--- src/rtl/mult_div_pkg.sv ---
// Shared types and constants for the multi-cycle multiply/divide unit.
package mult_div_pkg;

    localparam int unsigned DEFAULT_WIDTH = 32;
    localparam int unsigned CNT_W         = $clog2(DEFAULT_WIDTH) + 1;

    typedef enum logic [1:0] {
        IDLE,
        MULT,
        DIV,
        FINISH
    } state_e;

    function automatic int unsigned cnt_width(input int unsigned width);
        return $clog2(width) + 1;
    endfunction

endpackage

--- src/rtl/div_step.sv ---
// One restoring-division step: shift in the next dividend bit, subtract the divisor if it fits.
module div_step
    import mult_div_pkg::*;
#(
    parameter int unsigned WIDTH = DEFAULT_WIDTH
) (
    input  logic [WIDTH-1:0] rem_i,
    input  logic             bit_i,
    input  logic [WIDTH-1:0] divisor_i,
    output logic [WIDTH-1:0] rem_o,
    output logic             q_o
);

    logic [WIDTH:0]   shifted;
    logic [WIDTH-1:0] diff;

    // The partial remainder is always below the divisor, so the difference fits WIDTH bits.
    always_comb begin
        shifted = {rem_i, bit_i};
        diff    = shifted[WIDTH-1:0] - divisor_i;
        q_o     = (shifted >= {1'b0, divisor_i});
        rem_o   = q_o ? diff : shifted[WIDTH-1:0];
    end

endmodule

--- src/rtl/mult_div_unit.sv ---
// Multi-cycle signed multiply (radix-2 Booth) / restoring divide with HI/LO result registers.
// Optional MULT_DIV_UNSIGNED_EN adds the Unsigned input for multu/divu.
module mult_div_unit
    import mult_div_pkg::*;
#(
    parameter int unsigned WIDTH = DEFAULT_WIDTH
) (
`ifdef MULT_DIV_UNSIGNED_EN
    input  logic             Unsigned,
`endif
    input  logic             clock,
    input  logic             reset,
    input  logic             MultCtrl,
    input  logic             DivCtrl,
    input  logic [WIDTH-1:0] A,
    input  logic [WIDTH-1:0] B,
    output logic [WIDTH-1:0] HI,
    output logic [WIDTH-1:0] LO,
    output logic             Busy,
    output logic             Done,
    output logic             Div0
);

    localparam int unsigned CW = cnt_width(WIDTH);

    state_e               state_q, state_d;
    logic [CW-1:0]        cnt_q, cnt_d;
    logic [WIDTH-1:0]     mcand_q, mcand_d;
    logic [2*WIDTH:0]     acc_q, acc_d;
    logic [WIDTH-1:0]     rem_q, rem_d, quo_q, quo_d;
    logic                 qneg_q, qneg_d, rneg_q, rneg_d;
    logic                 is_div_q, is_div_d, zero_q, zero_d;
    logic [WIDTH-1:0]     hi_q, hi_d, lo_q, lo_d;
    logic                 done_q, done_d, div0_q, div0_d;
    logic                 uns_start, uns;
    logic [WIDTH:0]       booth_sum;
    logic [WIDTH-1:0]     acc_hi, acc_lo, step_rem;
    logic                 step_q, last_step;

`ifdef MULT_DIV_UNSIGNED_EN
    logic uns_q, uns_d;
    assign uns_start = Unsigned;
    assign uns       = uns_q;
`else
    assign uns_start = 1'b0;
    assign uns       = 1'b0;
`endif

    function automatic logic [WIDTH-1:0] mag(input logic [WIDTH-1:0] v, input logic u);
        return (!u && v[WIDTH-1]) ? -v : v;
    endfunction

    assign acc_hi    = acc_q[2*WIDTH:WIDTH+1];
    assign acc_lo    = acc_q[WIDTH:1];
    assign last_step = (cnt_q == CW'(WIDTH - 1));

    div_step #(.WIDTH(WIDTH)) u_div_step (
        .rem_i     (rem_q),
        .bit_i     (quo_q[WIDTH-1]),
        .divisor_i (mcand_q),
        .rem_o     (step_rem),
        .q_o       (step_q)
    );

    // Sum is kept one bit wider so that subtracting the most negative multiplicand
    // cannot overflow before the arithmetic shift.
    always_comb begin
        booth_sum = {acc_hi[WIDTH-1], acc_hi};
        if (uns) begin
            booth_sum = {1'b0, acc_hi} + (acc_lo[0] ? {1'b0, mcand_q} : '0);
        end else begin
            unique case ({acc_lo[0], acc_q[0]})
                2'b01:   booth_sum = {acc_hi[WIDTH-1], acc_hi} + {mcand_q[WIDTH-1], mcand_q};
                2'b10:   booth_sum = {acc_hi[WIDTH-1], acc_hi} - {mcand_q[WIDTH-1], mcand_q};
                default: booth_sum = {acc_hi[WIDTH-1], acc_hi};
            endcase
        end
    end

    always_ff @(posedge clock or negedge reset) begin
        if (!reset) state_q <= IDLE;
        else        state_q <= state_d;
    end

    always_comb begin
        state_d = state_q;
        unique case (state_q)
            IDLE: begin
                if (MultCtrl)     state_d = MULT;
                else if (DivCtrl) state_d = (B == '0) ? FINISH : DIV;
            end
            MULT:    if (last_step) state_d = FINISH;
            DIV:     if (last_step) state_d = FINISH;
            FINISH:  state_d = IDLE;
            default: state_d = IDLE;
        endcase
    end

    always_comb begin
        cnt_d    = cnt_q;
        mcand_d  = mcand_q;
        acc_d    = acc_q;
        rem_d    = rem_q;
        quo_d    = quo_q;
        qneg_d   = qneg_q;
        rneg_d   = rneg_q;
        is_div_d = is_div_q;
        zero_d   = zero_q;
        hi_d     = hi_q;
        lo_d     = lo_q;
        done_d   = 1'b0;
        div0_d   = div0_q;
`ifdef MULT_DIV_UNSIGNED_EN
        uns_d    = uns_q;
`endif
        unique case (state_q)
            IDLE: begin
                if (MultCtrl || DivCtrl) begin
                    cnt_d    = '0;
                    div0_d   = 1'b0;
                    zero_d   = 1'b0;
                    is_div_d = !MultCtrl;
`ifdef MULT_DIV_UNSIGNED_EN
                    uns_d    = uns_start;
`endif
                    if (MultCtrl) begin
                        mcand_d = A;
                        acc_d   = {{WIDTH{1'b0}}, B, 1'b0};
                    end else if (B == '0) begin
                        zero_d = 1'b1;
                    end else begin
                        mcand_d = mag(B, uns_start);
                        quo_d   = mag(A, uns_start);
                        rem_d   = '0;
                        qneg_d  = !uns_start && (A[WIDTH-1] ^ B[WIDTH-1]);
                        rneg_d  = !uns_start && A[WIDTH-1];
                    end
                end
            end
            MULT: begin
                cnt_d = cnt_q + CW'(1);
                acc_d = {booth_sum, acc_lo};
            end
            DIV: begin
                cnt_d = cnt_q + CW'(1);
                rem_d = step_rem;
                quo_d = {quo_q[WIDTH-2:0], step_q};
            end
            FINISH: begin
                done_d = 1'b1;
                if (zero_q) begin
                    div0_d = 1'b1;
                end else if (is_div_q) begin
                    lo_d = qneg_q ? -quo_q : quo_q;
                    hi_d = rneg_q ? -rem_q : rem_q;
                end else begin
                    hi_d = acc_hi;
                    lo_d = acc_lo;
                end
            end
            default: ;
        endcase
    end

    always_ff @(posedge clock or negedge reset) begin
        if (!reset) begin
            cnt_q    <= '0;
            mcand_q  <= '0;
            acc_q    <= '0;
            rem_q    <= '0;
            quo_q    <= '0;
            qneg_q   <= 1'b0;
            rneg_q   <= 1'b0;
            is_div_q <= 1'b0;
            zero_q   <= 1'b0;
            hi_q     <= '0;
            lo_q     <= '0;
            done_q   <= 1'b0;
            div0_q   <= 1'b0;
`ifdef MULT_DIV_UNSIGNED_EN
            uns_q    <= 1'b0;
`endif
        end else begin
            cnt_q    <= cnt_d;
            mcand_q  <= mcand_d;
            acc_q    <= acc_d;
            rem_q    <= rem_d;
            quo_q    <= quo_d;
            qneg_q   <= qneg_d;
            rneg_q   <= rneg_d;
            is_div_q <= is_div_d;
            zero_q   <= zero_d;
            hi_q     <= hi_d;
            lo_q     <= lo_d;
            done_q   <= done_d;
            div0_q   <= div0_d;
`ifdef MULT_DIV_UNSIGNED_EN
            uns_q    <= uns_d;
`endif
        end
    end

    assign HI   = hi_q;
    assign LO   = lo_q;
    assign Busy = (state_q != IDLE);
    assign Done = done_q;
    assign Div0 = div0_q;

endmodule

--- config.mk ---
export PLATFORM = sky130hd
export DESIGN_NAME = mult_div_unit
export DESIGN_NICKNAME = d
export VERILOG_FILES = /design/src/rtl/mult_div_pkg.sv /design/src/rtl/div_step.sv /design/src/rtl/mult_div_unit.sv
export SDC_FILE = /design/constraint.sdc
export NUM_CORES = 1
export LEC_CHECK = 0
export CELL_PAD_IN_SITES_DETAIL_PLACEMENT = 1
export CELL_PAD_IN_SITES_GLOBAL_PLACEMENT = 1
export CORE_UTILIZATION = 35
export CTS_BUF_LIST = sky130_fd_sc_hd__clkbuf_4
export CTS_CLUSTER_DIAMETER = 120
export CTS_CLUSTER_SIZE = 28
export DETAILED_ROUTE_END_ITERATION = 16
export DONT_BUFFER_PORTS = 1
export PLACE_DENSITY_LB_ADDON = 0.05
export SETUP_SLACK_MARGIN = 0.2
export SYNTH_ARGS = -nofsm -noshare
export SYNTH_HDL_FRONTEND = slang
export SYNTH_SLANG_ARGS = --single-unit
--- constraint.sdc ---
create_clock -name clock -period 7.9 [get_ports clock]
set_input_delay 1.58 -clock clock [delete_from_list [all_inputs] [get_ports clock]]
set_output_delay 1.58 -clock clock [all_outputs]
set_load 0.05 [all_outputs]
* Word level (Yosys, flattened, before mapping) *
Index checks and enable logic that the tools add are counted.

storage, ports and cells
  bits in registers = 239
  word-level logic and storage cells = 97

cells by class
  add/subtract/negate cells = 8
  $lt $le $gt $ge = 1
  eq/ne operators = 15
  multiplexer cells = 34
  bitwise operators = 4
  reduce and logical (&&, ||, !) cells = 20

operators by type and width
  kind                   number
  $mux W32               15
  $mux W65               2
  $pmux W65 S2           1
  $neg A32 Y32           4
  $pmux W32 S2           2
  $pmux W33 S2           1
  $add A32 B32 Y33       1
  $ge A33 B32 Y1         1
  $sub A32 B32 Y33       1
  $logic_not A32 Y1      1
  $sub A32 B32 Y32       1
  $ne A2 B2 Y1 const B   6
  $pmux W6 S2            1
  $reduce_and A4 Y1      3
  $reduce_bool A2 Y1     5
  $reduce_and A3 Y1      3
  $reduce_and A2 Y1      4
  $add A6 B1 Y6 const B  1
  $eq A2 B2 Y1 const B   3
  $eq A6 B5 Y1 const B   1
  $mux W1                6
  $mux W2                3
  $mux W6                1
  $pmux W2 S3            1
  other kinds (11)       14

* Longest topological paths before layout *
Gate-level depths: netlist of the first run.

  depth after elaboration = 6
  gate-level depth with buffers = 17

* Hierarchy *
A second synthesis of the first run with hierarchy kept.

second synthesis, totals
  cell total of the unflattened synthesis = 2213
  area total of the unflattened synthesis = 17784.6 um2

by module, submodules not included
  module         times used  cells each  area each (um2)
  mult_div_unit  1           1890        15453.6
  div_step       1           323         2331.0

* Least setup slack after synthesis of the first run *
OpenSTA, ideal clock, no wires.

  path kind = input to register
  start = in B[12]
  end = reg mcand_q[27]
  arrival = 3.841 ns
  data required time = 7.817 ns
  path slack = 3.977 ns
  stages on the path = 8
  path buffers = 0
  cell sequence = or4_1 or3_1 or3_1 or2_2 o41ai_1 xnor2_1 mux2i_1 o21ai_0

between the ends
  word-level cells in the longest chain between the ends = 4
  elaborated cells between the ends (all ways) = 7
  those cells by class = add/sub (1); eq/ne (1); mux (3); reduce/logical (2)

ends and longest elaborated chain
  element               line                  RTL
  from (decl)           mult_div_unit.sv:16   input logic [WIDTH-1:0] B,
  $neg A32 Y32          mult_div_unit.sv:50   return (!u && v[WIDTH-1]) ? -v : v;
  $mux W32              mult_div_unit.sv:50
  $mux W32              mult_div_unit.sv:129  end else if (B == '0) begin
  $mux W32              mult_div_unit.sv:126  if (MultCtrl) begin
  to (signal assigned)  mult_div_unit.sv:185  mcand_q <= mcand_d;
  to (decl)             mult_div_unit.sv:28   logic [WIDTH-1:0] mcand_q, mcand_d;

Parallel ways exist; a longest one is shown, timed or not. The select of a mux whose other input is x is not followed.
A chain may end at the register's enable or synchronous reset.

* Worst setup path in the final report of the first run *
  start = reg acc_q[0]
  end = reg acc_q[62]

between the ends
  word-level cells in the longest chain between the ends = 3
  elaborated cells between the ends (all ways) = 4
  those cells by class = eq/ne (2); mux (2)

ends and longest elaborated chain
  element                                              line                  RTL
  from (decl)                                          mult_div_unit.sv:29   logic [2*WIDTH:0] acc_q, acc_d;
  from (signal assigned)                               mult_div_unit.sv:169  acc_q <= '0;
  from (signal assigned)                               mult_div_unit.sv:186  acc_q <= acc_d;
  $eq A2 B2 Y1 / $eq A2 B1 Y1 (equally long branches)  mult_div_unit.sv:72   unique case ({acc_lo[0], acc_q[0]})
  $pmux W33 S2 *                                       mult_div_unit.sv:72
  $pmux W65 S2 *                                       mult_div_unit.sv:116  unique case (state_q)

Every way passes the cells marked *; elsewhere a longest branch is shown, timed or not.

==> flow_metrics.tcl, run 1 <==
set metrics [dict create \
    status "finished clean" \
    rsz0062_at_grt "no" \
    synth_mux_area_share_pct 4.25 \
    grt_pass1_vias 15800 \
    end_kind "register" \
    grt_pass1_wl_um 96800 \
    synth.net_count 2251 \
    cts_repair_resize_count 0 \
    synthesis.instances 2106 \
    synth_area_leaders "dfrtp_1, o21ai_0, nand2_1" \
    yosysTopAreaCell "dfrtp_1" \
    clk_pin_slew_ps 320 \
    synth.most_common_cell "o21ai_0" \
    place_area_um2 17800 \
    cp-startpoint "acc_q[0]" \
    stdcell_area_um2 18000 \
    hpwl_um 47000 \
    cp.arrival_ps 5340 \
    grt-ovfl-total 0 \
    multi_input_area_um2 10600 \
    p_int_mw 1.57 \
    antenna_found_initial 1 \
    rows 80 \
    drc_errors 0 \
    cp-start-kind "register" \
    syn_area_um2 17300 \
    die_w_um 224 \
    setup-violations-final 0 \
    crit_family "compound AO/OA/AOI/OAI gates" \
    max_freq_mhz 214 \
    slew-limit-headroom_pct 31.8 \
    slew_violations 0 \
    dr.pass1.iters 5 \
    period_minus_slack_ps 4670 \
    viasPerCell 5.63 \
    combPwrFrac_pct 13.3 \
    core_um2 48100 \
    crit_chain "inv_1, ha_1, buf_4, mux2i_1, fa_1, a21o_1, a221oi_1, o2111ai_1, a221o_1, a31o_2, a2111oi_0, nor3_1, xnor2_1, o21ai_0" \
    grt_max_degree 240 \
    antenna_left 0 \
    yosys_warnings 0 \
    fin_cells 2679 \
    synth_common_cells "o21ai_0, nand2_1, dfrtp_1" \
    initial_core_util_pct 35.8 \
    synth-seq-cells 239 \
    cts-root-buf "clkbuf_4" \
    hold_buffers 0 \
    dieArea_um2 50200 \
    synthAdderAreaFrac_pct 5.67 \
    rr_startpoint "acc_q[0]" \
    seq_area_um2 5980 \
    ios 135 \
    required_ps 8570 \
    ys_types 68 \
    fin_crit_sh_pct 59.1 \
    skew_ps 151 \
    synth_compound_area_share_pct 24.6 \
    avgSynthCellArea_um2 8.19 \
    crit_path_max_fanout 33 \
    slowest_delay_ps 770 \
    drive_above_1_share_pct 3.46 \
    synth-simple-area-share_pct 16.1 \
    clockBufferDepth 3 \
    htreeDepth 1 \
    grtUsageTotal_pct 24.9 \
    finalHoldViolCount 0 \
    cts_sinks 239 \
    clk_latency_ps 870 \
    yosys.area.top_type_share_pct 34.7 \
    io_buffers 0 \
    p_seq_share_pct 56.9 \
    num_vias 15100 \
    synth_edf_count 0 \
    worst_pin_slew_ps 1020 \
    drt-total-wl_um 62200 \
    leakage_nw 7.82 \
    synth-xor-area-share_pct 10.5 \
    ys_async_sr_fraction_pct 100 \
    path_buf_inv 2 \
    areaGrowthSynthToFinish_pct 4.38 \
    chipHeight_um 224 \
    place_inst 2654 \
    critPathKind "reg2reg" \
    cts_tree "done" \
    synth_top_family_by_area "compound AO/OA/AOI/OAI gates" \
    slowest_stage "a221oi_1" \
    setup-tns-final_ps 0 \
    drtIter0Drc 718 \
    power_density_nw_per_um2 125 \
    irDropWorstVdd_mv 0.141 \
    switchingPower_mw 0.694 \
    drv_cap 0 \
    synth_ff_type "dfrtp_1" \
    post-cts-setup-buffers 0 \
    fillers 5700 \
    wl_per_cell_um 23.2 \
    yosysSeqAreaShare_pct 34.7 \
    cts_buffers 14 \
    layout.nets 2159 \
    switching_share_pct 30.7 \
    hold_class "in2async" \
    clkPwrFrac_pct 29.8 \
    place.gp.congestion 0.869 \
]
[final cells by class]
| type | count | area share [%] |
|---|---|---|
| clock inverters | 8 | 0.744 |
| repair buffers | 14 | 0.584 |
| flip-flops and latches | 239 | 33.2 |
| inverters | 62 | 1.29 |
| diodes | 2 | 0.0278 |
| well taps | 656 | 4.56 |
| clock buffers | 15 | 0.625 |
| multi-input cells | 1683 | 58.9 |
[flip-flops by register name (all words and copies together) (netlist names)]
name / cells
cnt_q: 6
rneg_q: 1
HI: 32
Div0: 1
rem_q: 32
qneg_q: 1
LO: 32
is_div_q: 1
Done: 1
state_q: 2
zero_q: 1
quo_q: 32
mcand_q: 32
acc_q: 65
[worst register-to-register path, delay by kind of cell (launching register included)]
family | cells | cell delay [ps]
fa+ha+maj | 2 | 630
flops | 1 | 450
xor+xnor | 1 | 140
mux | 1 | 230
simple gates | 1 | 130
buf+inv | 2 | 410
compound gates | 7 | 2480
[stage by stage]
step	total power [mW]	utilization [%]	setup WS, ps	hold WS [ps]
finish	2.26	37.4	3230	391
global route	2.35	37.4	2940	305
CTS	2.29	37.4	3250	286
detailed placement	1.61	36.9	3140	484
global placement	1.60	36.9	3250	474
floorplan	1.53	-	3980	466
[layout by cell type, fill, tap and decap left out, types with 8 or more instances in the layout]
cell	instances
mux2i_1	70
nor2_1	131
a41oi_1	8
a22oi_1	19
clkbuf_4	15
dfrtp_1	238
xor2_1	120
nor4_1	15
o21a_1	8
a21oi_1	145
ha_1	73
nand3_1	24
and2_1	8
o41ai_1	18
o31ai_1	41
or3_1	18
or2_2	10
xnor2_1	87
inv_1	62
nor2b_1	12
or4_1	19
and3_1	10
nand4_1	14
buf_4	14
a32oi_1	12
a21o_1	40
a211oi_1	12
nand2b_1	17
o21ai_0	323
a31oi_1	19
nand2_1	307
nor3_1	24
[logic make-up after synthesis]
group / count (synthesis)
fa+ha+maj: 77
compound gates: 706
mux: 73
buf+inv: 184
flops: 239
xor+xnor: 207
simple gates: 620
[routing by layer]
layer  global-route usage, %  wire [um]  up-vias
met1                    30.9      27300     7453
met2                    43.1      30000      231
met4                    8.20       2070        0
met5                       0          0        -
li1                        -          -     7314
met3                    5.09       2920       86
[power groups by stage]
stage,registers (mW),logic [mW],clock network (mW)
2_1_floorplan,1.29,0.240,0
3_3_place_gp,1.31,0.294,0
3_5_place_dp,1.31,0.300,0
4_1_cts,1.29,0.301,0.700
5_1_grt,1.29,0.338,0.719
6_report,1.29,0.300,0.673
[worst paths after layout]
check	end	slack, ps	depth (start not counted)
max reg2reg	acc_q[62]	3230	14
min reg2reg	acc_q[0]	540	1
max in group asynchronous	quo_q[13]	6980	0
min	HI[0]	390	0
min in group clock	acc_q[0]	540	1
max	acc_q[62]	3230	14
Power figures use the tool's default switching activity.
==> run 2: changes to the inputs <==
--- a/config.mk
+++ b/config.mk
@@ -5,6 +5,7 @@
 export SDC_FILE = /design/constraint.sdc
 export NUM_CORES = 1
 export LEC_CHECK = 0
+export ABC_AREA = 1
 export CELL_PAD_IN_SITES_DETAIL_PLACEMENT = 1
 export CELL_PAD_IN_SITES_GLOBAL_PLACEMENT = 1
 export CORE_UTILIZATION = 35
==> constraint.sdc (replaced) <==
create_clock -name clock -period 4.3 [get_ports clock]
set_input_delay 0.86 -clock clock [delete_from_list [all_inputs] [get_ports clock]]
set_output_delay 0.86 -clock clock [all_outputs]
set_load 0.05 [all_outputs]
==> run 2 against run 1 <==
  * The flow now finishes with violations (design-rule violations, negative hold slack)
  * Setup slack worse by 2700 ps
  * Sequential share of layout area down 5.8 points
  * Synthesized cell count up 63%
  * Critical endpoint is now acc_q[63]
  * Largest cell class unchanged
  * Largest power group is now combinational logic
  * Highest routed layer is now met5
==> flow_metrics.tcl, run 2 <==
set metrics [dict create \
    initial_core_util_pct 35.5 \
    layout.nets 3503 \
    power_density_nw_per_um2 816 \
    clk_pin_slew_ps 350 \
    synth-seq-cells 239 \
    htreeDepth 1 \
    slew-limit-headroom_pct 28.4 \
    antenna_found_initial 2 \
    grt-ovfl-total 0 \
    cp-start-kind "register" \
    status "complete, but fails checks" \
    mostFrequentLayoutCell "nand2_1" \
    crit_path_max_fanout 5 \
    core_um2 59100 \
    avgSynthCellArea_um2 6.10 \
    drc_errors 8 \
    rows 89 \
    clockBufferDepth 3 \
    top_register "acc_q" \
    cts_repair_resize_count 0 \
    yosys_warnings 0 \
    synth_mux_area_share_pct 0 \
    drt-total-wl_um 93700 \
    die_w_um 247 \
    worst_pin_slew_ps 1070 \
    synth-xor-area-share_pct 4.01 \
    timing.hold.ws_ps -301 \
    synth.net_count 3580 \
    cp.arrival_ps 4480 \
    ios 135 \
    setup-violations-final 0 \
    drtIter0Drc 1223 \
    ys_async_sr_fraction_pct 100 \
    grt_pass1_vias 22400 \
    slew_violations 0 \
    grt_max_degree 240 \
    critPathKind "reg2reg" \
    cts_buffers 15 \
    irDropWorstVdd_mv 0.457 \
    num_vias 22000 \
    io_buffers 0 \
    place.gp.congestion 0.918 \
    required_ps 5040 \
    period_minus_slack_ps 3750 \
    setup-tns-final_ps 0 \
    synthAdderAreaFrac_pct 4.67 \
    end_kind "register" \
    finalHoldViolCount 239 \
    dr.pass1.iters 10 \
    synth_common_cells "nand2_1, inv_1, nor2_1" \
    viasPerCell 5.30 \
    synthesis.instances 3435 \
    violations "design-rule violations, negative hold slack" \
    chipHeight_um 247 \
    post-cts-setup-buffers 0 \
    syn_area_um2 21000 \
    wl_per_cell_um 22.6 \
    fin_crit_sh_pct 87.1 \
    leakage_nw 11.8 \
    mostFrequentLayoutCells "nand2_1, inv_1, nor2_1" \
    finalCoreUtilization_pct 36.9 \
    synth_top_family_by_area "simple AND/OR/NAND/NOR gates" \
    hold_class "in2async" \
    fillers 7943 \
    rr_startpoint "mcand_q[0]" \
    synth_compound_area_share_pct 13.5 \
    largest_register_ff_count 65 \
    cts_tree "done" \
    cts-root-buf "clkbuf_4" \
    ys_types 50 \
    drive_above_1_share_pct 3.95 \
    areaGrowthSynthToFinish_pct 4.07 \
    yosys.area.top_type_share_pct 28.5 \
    yosysSeqAreaShare_pct 28.5 \
    skew_ps 134 \
    yosysTopAreaCell "dfrtp_1" \
    antenna_left 0 \
    synth.most_common_cell "nand2_1" \
    hpwl_um 75000 \
    synth_edf_count 0 \
    dieArea_um2 60900 \
    clk_latency_ps 910 \
    synth-simple-area-share_pct 37.6 \
    cts_sinks 239 \
    cp-startpoint "mcand_q[0]" \
    synth_area_leaders "dfrtp_1, nand2_1, inv_1" \
    rsz0062_at_grt "no" \
    grtUsageTotal_pct 30.8 \
    max_freq_mhz 267 \
    grt_pass1_wl_um 141000 \
    drv_cap 0 \
    synth_ff_type "dfrtp_1" \
]
run 2: cell types whose count changed in the layout (fill, tap and decap cells not counted), moves of 29 or more:
cell	previous run	this run
xor2_1	120	80
inv_1	62	471
o211ai_1	5	41
nand3_1	24	281
xnor2_1	87	16
o21ai_0	323	170
a21oi_1	145	174
o21ai_1	0	50
o31ai_1	41	5
mux2i_1	70	0
nor2_1	131	285
nand2_1	307	1203
a21o_1	40	4
run 2: layout make-up:
class / count / area [um2] / area share [%]
Clock buffer: 16 / 120 / 0.551
Antenna cell: 1 / 2.50 / 0.0115
Sequential cell: 239 / 5980 / 27.4
Multi-Input combinational cell: 2585 / 12600 / 57.6
Timing Repair Buffer: 24 / 205 / 0.941
Clock inverter: 9 / 123 / 0.562
Tap cell: 773 / 967 / 4.43
Inverter: 493 / 1850 / 8.48
run 2: through the flow:
stage	power [mW]	setup WS (ps)	hold slack [ps]	instances	instance area, um2
after global routing	19.4	203	-393	4140	21800
after floorplan	12.7	1490	471	3435	21000
after CTS	17.9	589	-467	4139	21800
after global placement	16.4	805	491	4114	21600
after detailed placement	16.6	751	502	4114	21600
final	17.8	554	-301	4140	21800
run 2: critical path, stage by stage (launching register included):
cell and delay (ps):
dfrtp_1 480, inv_1 110, ha_1 180, nand3_1 140
nor2_1 280, inv_1 90, nor3_1 240, nand2_1 120
nand2_1 150, o21ai_1 100, xor2_1 250, inv_1 80
ha_1 350, a21oi_1 200, o21ai_0 180, nand2_1 100
nand2_1 50, a21oi_1 160, nand2_1 70, nand2_1 60
nand3_1 60, nand2_1 90, nand2_1 40
run 2: cell families (layout without fill, tap and decap cells):
kind of cell / after synthesis / in the layout
AO/OA/AOI/OAI: 504 / 504
XOR/XNOR: 96 / 96
adder cells (fa/ha/maj): 77 / 77
buffers and inverters: 611 / 542
flip-flops: 239 / 239
other: 0 / 1
AND/OR/NAND/NOR: 1908 / 1908
run 2: metal layers:
metal	part of all wire [%]	GRT usage, %	up-vias
li1	-	-	10700
met1	42	37.4	10800
met2	50	55.2	372
met3	3.8	3.93	112
met4	3.9	10.8	2
met5	0.012	0	-
run 2: path summary, 6_finish.rpt:
check | to | slack [ps] | depth (start not counted)
worst min-delay path | acc_q[61] | -300 | 0
min in group clock | acc_q[27] | 100 | 2
worst max-delay path | acc_q[63] | 550 | 22
max in group asynchronous | LO[7] | 3810 | 0
worst max register to register | acc_q[63] | 550 | 22
worst min register to register | LO[11] | 470 | 2
run 2: power by group:
| part | internal [mW] | switching, mW | leakage (nW) |
|---|---|---|---|
| logic | 3.31 | 8.15 | 8.66 |
| clock network | 0.243 | 0.989 | 0.132 |
| registers | 3.16 | 1.95 | 3.03 |
==> run 3: changes to the inputs <==
==> constraint.sdc (replaced) <==
create_clock -name clock -period 3.6 [get_ports clock]
set_input_delay 0.72 -clock clock [delete_from_list [all_inputs] [get_ports clock]]
set_output_delay 0.72 -clock clock [all_outputs]
set_load 0.05 [all_outputs]
==> run 3 against run 2 <==
  * The run still ends with design-rule violations, negative hold slack left
  * Via count up 1.4%
  * Setup slack worse by 270 ps
  * Combinational power up 27%
  * Fmax up 13%
  * Wire length up 0.72%
  * Critical path depth up 1
  * Clock skew down 1.0 ps
  * Total power up 24%
  * Clock-buffer cell count unchanged
  * Non-clock buffer count up 60
  * Highest routed layer unchanged
==> flow_metrics.tcl, run 3 (same netlist as run 2, synthesis figures left out) <==
set metrics [dict create \
    place_inst 4133 \
    ios 135 \
    violations "design-rule violations, negative hold slack" \
    grt_pass1_wl_um 142000 \
    stdcell_area_um2 22700 \
    place.gp.congestion 0.943 \
    setup-violations-final 0 \
    r2r_end "acc_q[59]" \
    rrSetupSlack_ps 280 \
    drv_cap 0 \
    combPwrFrac_pct 65.8 \
    slew-limit-headroom_pct 42.7 \
    drive_above_1_share_pct 6.92 \
    clk_pin_slew_ps 300 \
    skew_ps 133 \
    core_um2 59100 \
    switchingPower_mw 13.6 \
    end_kind "register" \
    fin_crit_sh_pct 92.2 \
    htreeDepth 1 \
    fin_cells 4201 \
    crit_path_max_fanout 5 \
    cts_sinks 239 \
    mostFrequentLayoutCells "nand2_1, inv_1, nand3_1" \
    required_ps 4310 \
    cp.arrival_ps 4030 \
    wl_per_cell_um 22.5 \
    cts-root-buf "clkbuf_4" \
    antenna_left 0 \
    cp-start-kind "register" \
    viasPerCell 5.30 \
    slew_violations 0 \
    rsz0062_at_grt "yes" \
    path_buf_inv 5 \
    crit_path_frequent_cell "nand2_1" \
    hold_buffers 25 \
    rows 89 \
    areaGrowthSynthToFinish_pct 8.05 \
    top_register "acc_q" \
    switching_share_pct 61.5 \
    cp.depth 23 \
    antenna_found_initial 3 \
    p_int_mw 8.54 \
    grtUsageTotal_pct 30.9 \
    hold_class "in2async" \
    initial_core_util_pct 35.5 \
    dr.pass1.iters 11 \
    largest_register_ff_count 65 \
    critPathKind "reg2reg" \
    power_density_nw_per_um2 978 \
    finalCoreUtilization_pct 38.3 \
    fillers 7922 \
    clk_latency_ps 910 \
    finalHoldViolCount 239 \
    reg2regPathDepth 23 \
    drc_errors 8 \
    clkPwrFrac_pct 6.5 \
    clockBufferDepth 3 \
    endpoint "acc_q[59]" \
    chipHeight_um 247 \
    num_vias 22300 \
    leakage_nw 12.1 \
    timing.hold.ws_ps -524 \
    setup-tns-final_ps 0 \
    slowest_stage "dfrtp_2" \
    irDropWorstVdd_mv 0.441 \
    cts_tree "done" \
    layout.nets 3563 \
    drtIter0Drc 1195 \
    grt_pass1_vias 23100 \
    rr_startpoint "mcand_q[6]" \
    p_total_mw 22.2 \
    io_buffers 0 \
    place_area_um2 21700 \
    hpwl_um 75200 \
    grt-ovfl-total 0 \
    grt_max_degree 240 \
    p_seq_share_pct 27.7 \
    crit_chain "buf_4, nor2_1, nand2_1, nor2_4, inv_1, nor3_2, nand2_1, nand2_2, o21ai_1, xor2_1, inv_1, ha_4, nand2_1, inv_1, nand2_1, inv_2, nand2_2, nor2_2, nand2_2, nand3_1, nand3_1, nand2_1, nand2_1" \
    cts_buffers 15 \
    cp-startpoint "mcand_q[6]" \
    drt-total-wl_um 94400 \
    dieArea_um2 60900 \
    status "complete, but fails checks" \
    slowest_delay_ps 490 \
    max_freq_mhz 301 \
    place_ws_ps 104 \
    crit_family "simple AND/OR/NAND/NOR gates" \
    mostFrequentLayoutCell "nand2_1" \
    die_w_um 247 \
    worst_pin_slew_ps 860 \
    period_minus_slack_ps 3320 \
    timing.final.ws_setup_ps 282 \
]
[run 3: changes by cell type in the layout (fill, tap and decap cells not counted), moves of 11 or more]
cell           change
dlygate4sd3_1     +25
buf_4             +34
nand2_2           +15
nor2_2            +11
ha_1              -11
nand2_1           -15
nor2_1            -17
[run 3: timing repair]
action / CTS / global route
setup buffers: 3 / 13
pin swaps: 0 / 11
setup endpoints to repair: 9 / 24
endpoints found under the hold margin: 263 / 239
gates resized for setup: 9 / 78
[run 3: layer usage]
metal	vias to the layer above	GRT usage, %	wire [um]
li1	10800	-	-
met3	151	4.36	4020
met5	-	0	36
met4	6	13.1	4430
met2	398	54.5	46200
met1	10900	37.3	39700
[run 3: worst min path at each step]
stage / to / depth (start not counted)
6_report: acc_q[39] / 0
5_1_grt: acc_q[39] / 0
4_1_cts: acc_q[1] / 0
3_5_place_dp: acc_q[61] / 0
3_3_place_gp: acc_q[61] / 0
2_1_floorplan: Div0 / 0
[run 3: power by group through the flow]
stage	combinational [mW]	clock [mW]	sequential (mW)
after floorplan	9.49	0	5.65
after global placement	13.6	0	6.16
after detailed placement	13.9	0	6.18
after CTS	14.1	1.51	6.11
after global routing	16.2	1.57	6.27
final	14.6	1.45	6.14
[run 3: area by class of cell]
class	count	area, um2	area share, %
multi-input cells	2585	12900	56.8
flip-flops and latches	239	5980	26.4
inverters	493	1860	8.21
well taps	773	967	4.27
repair buffers	84	731	3.23
clock buffers	16	120	0.530
clock inverters	10	118	0.519
diodes	1	2.50	0.0110
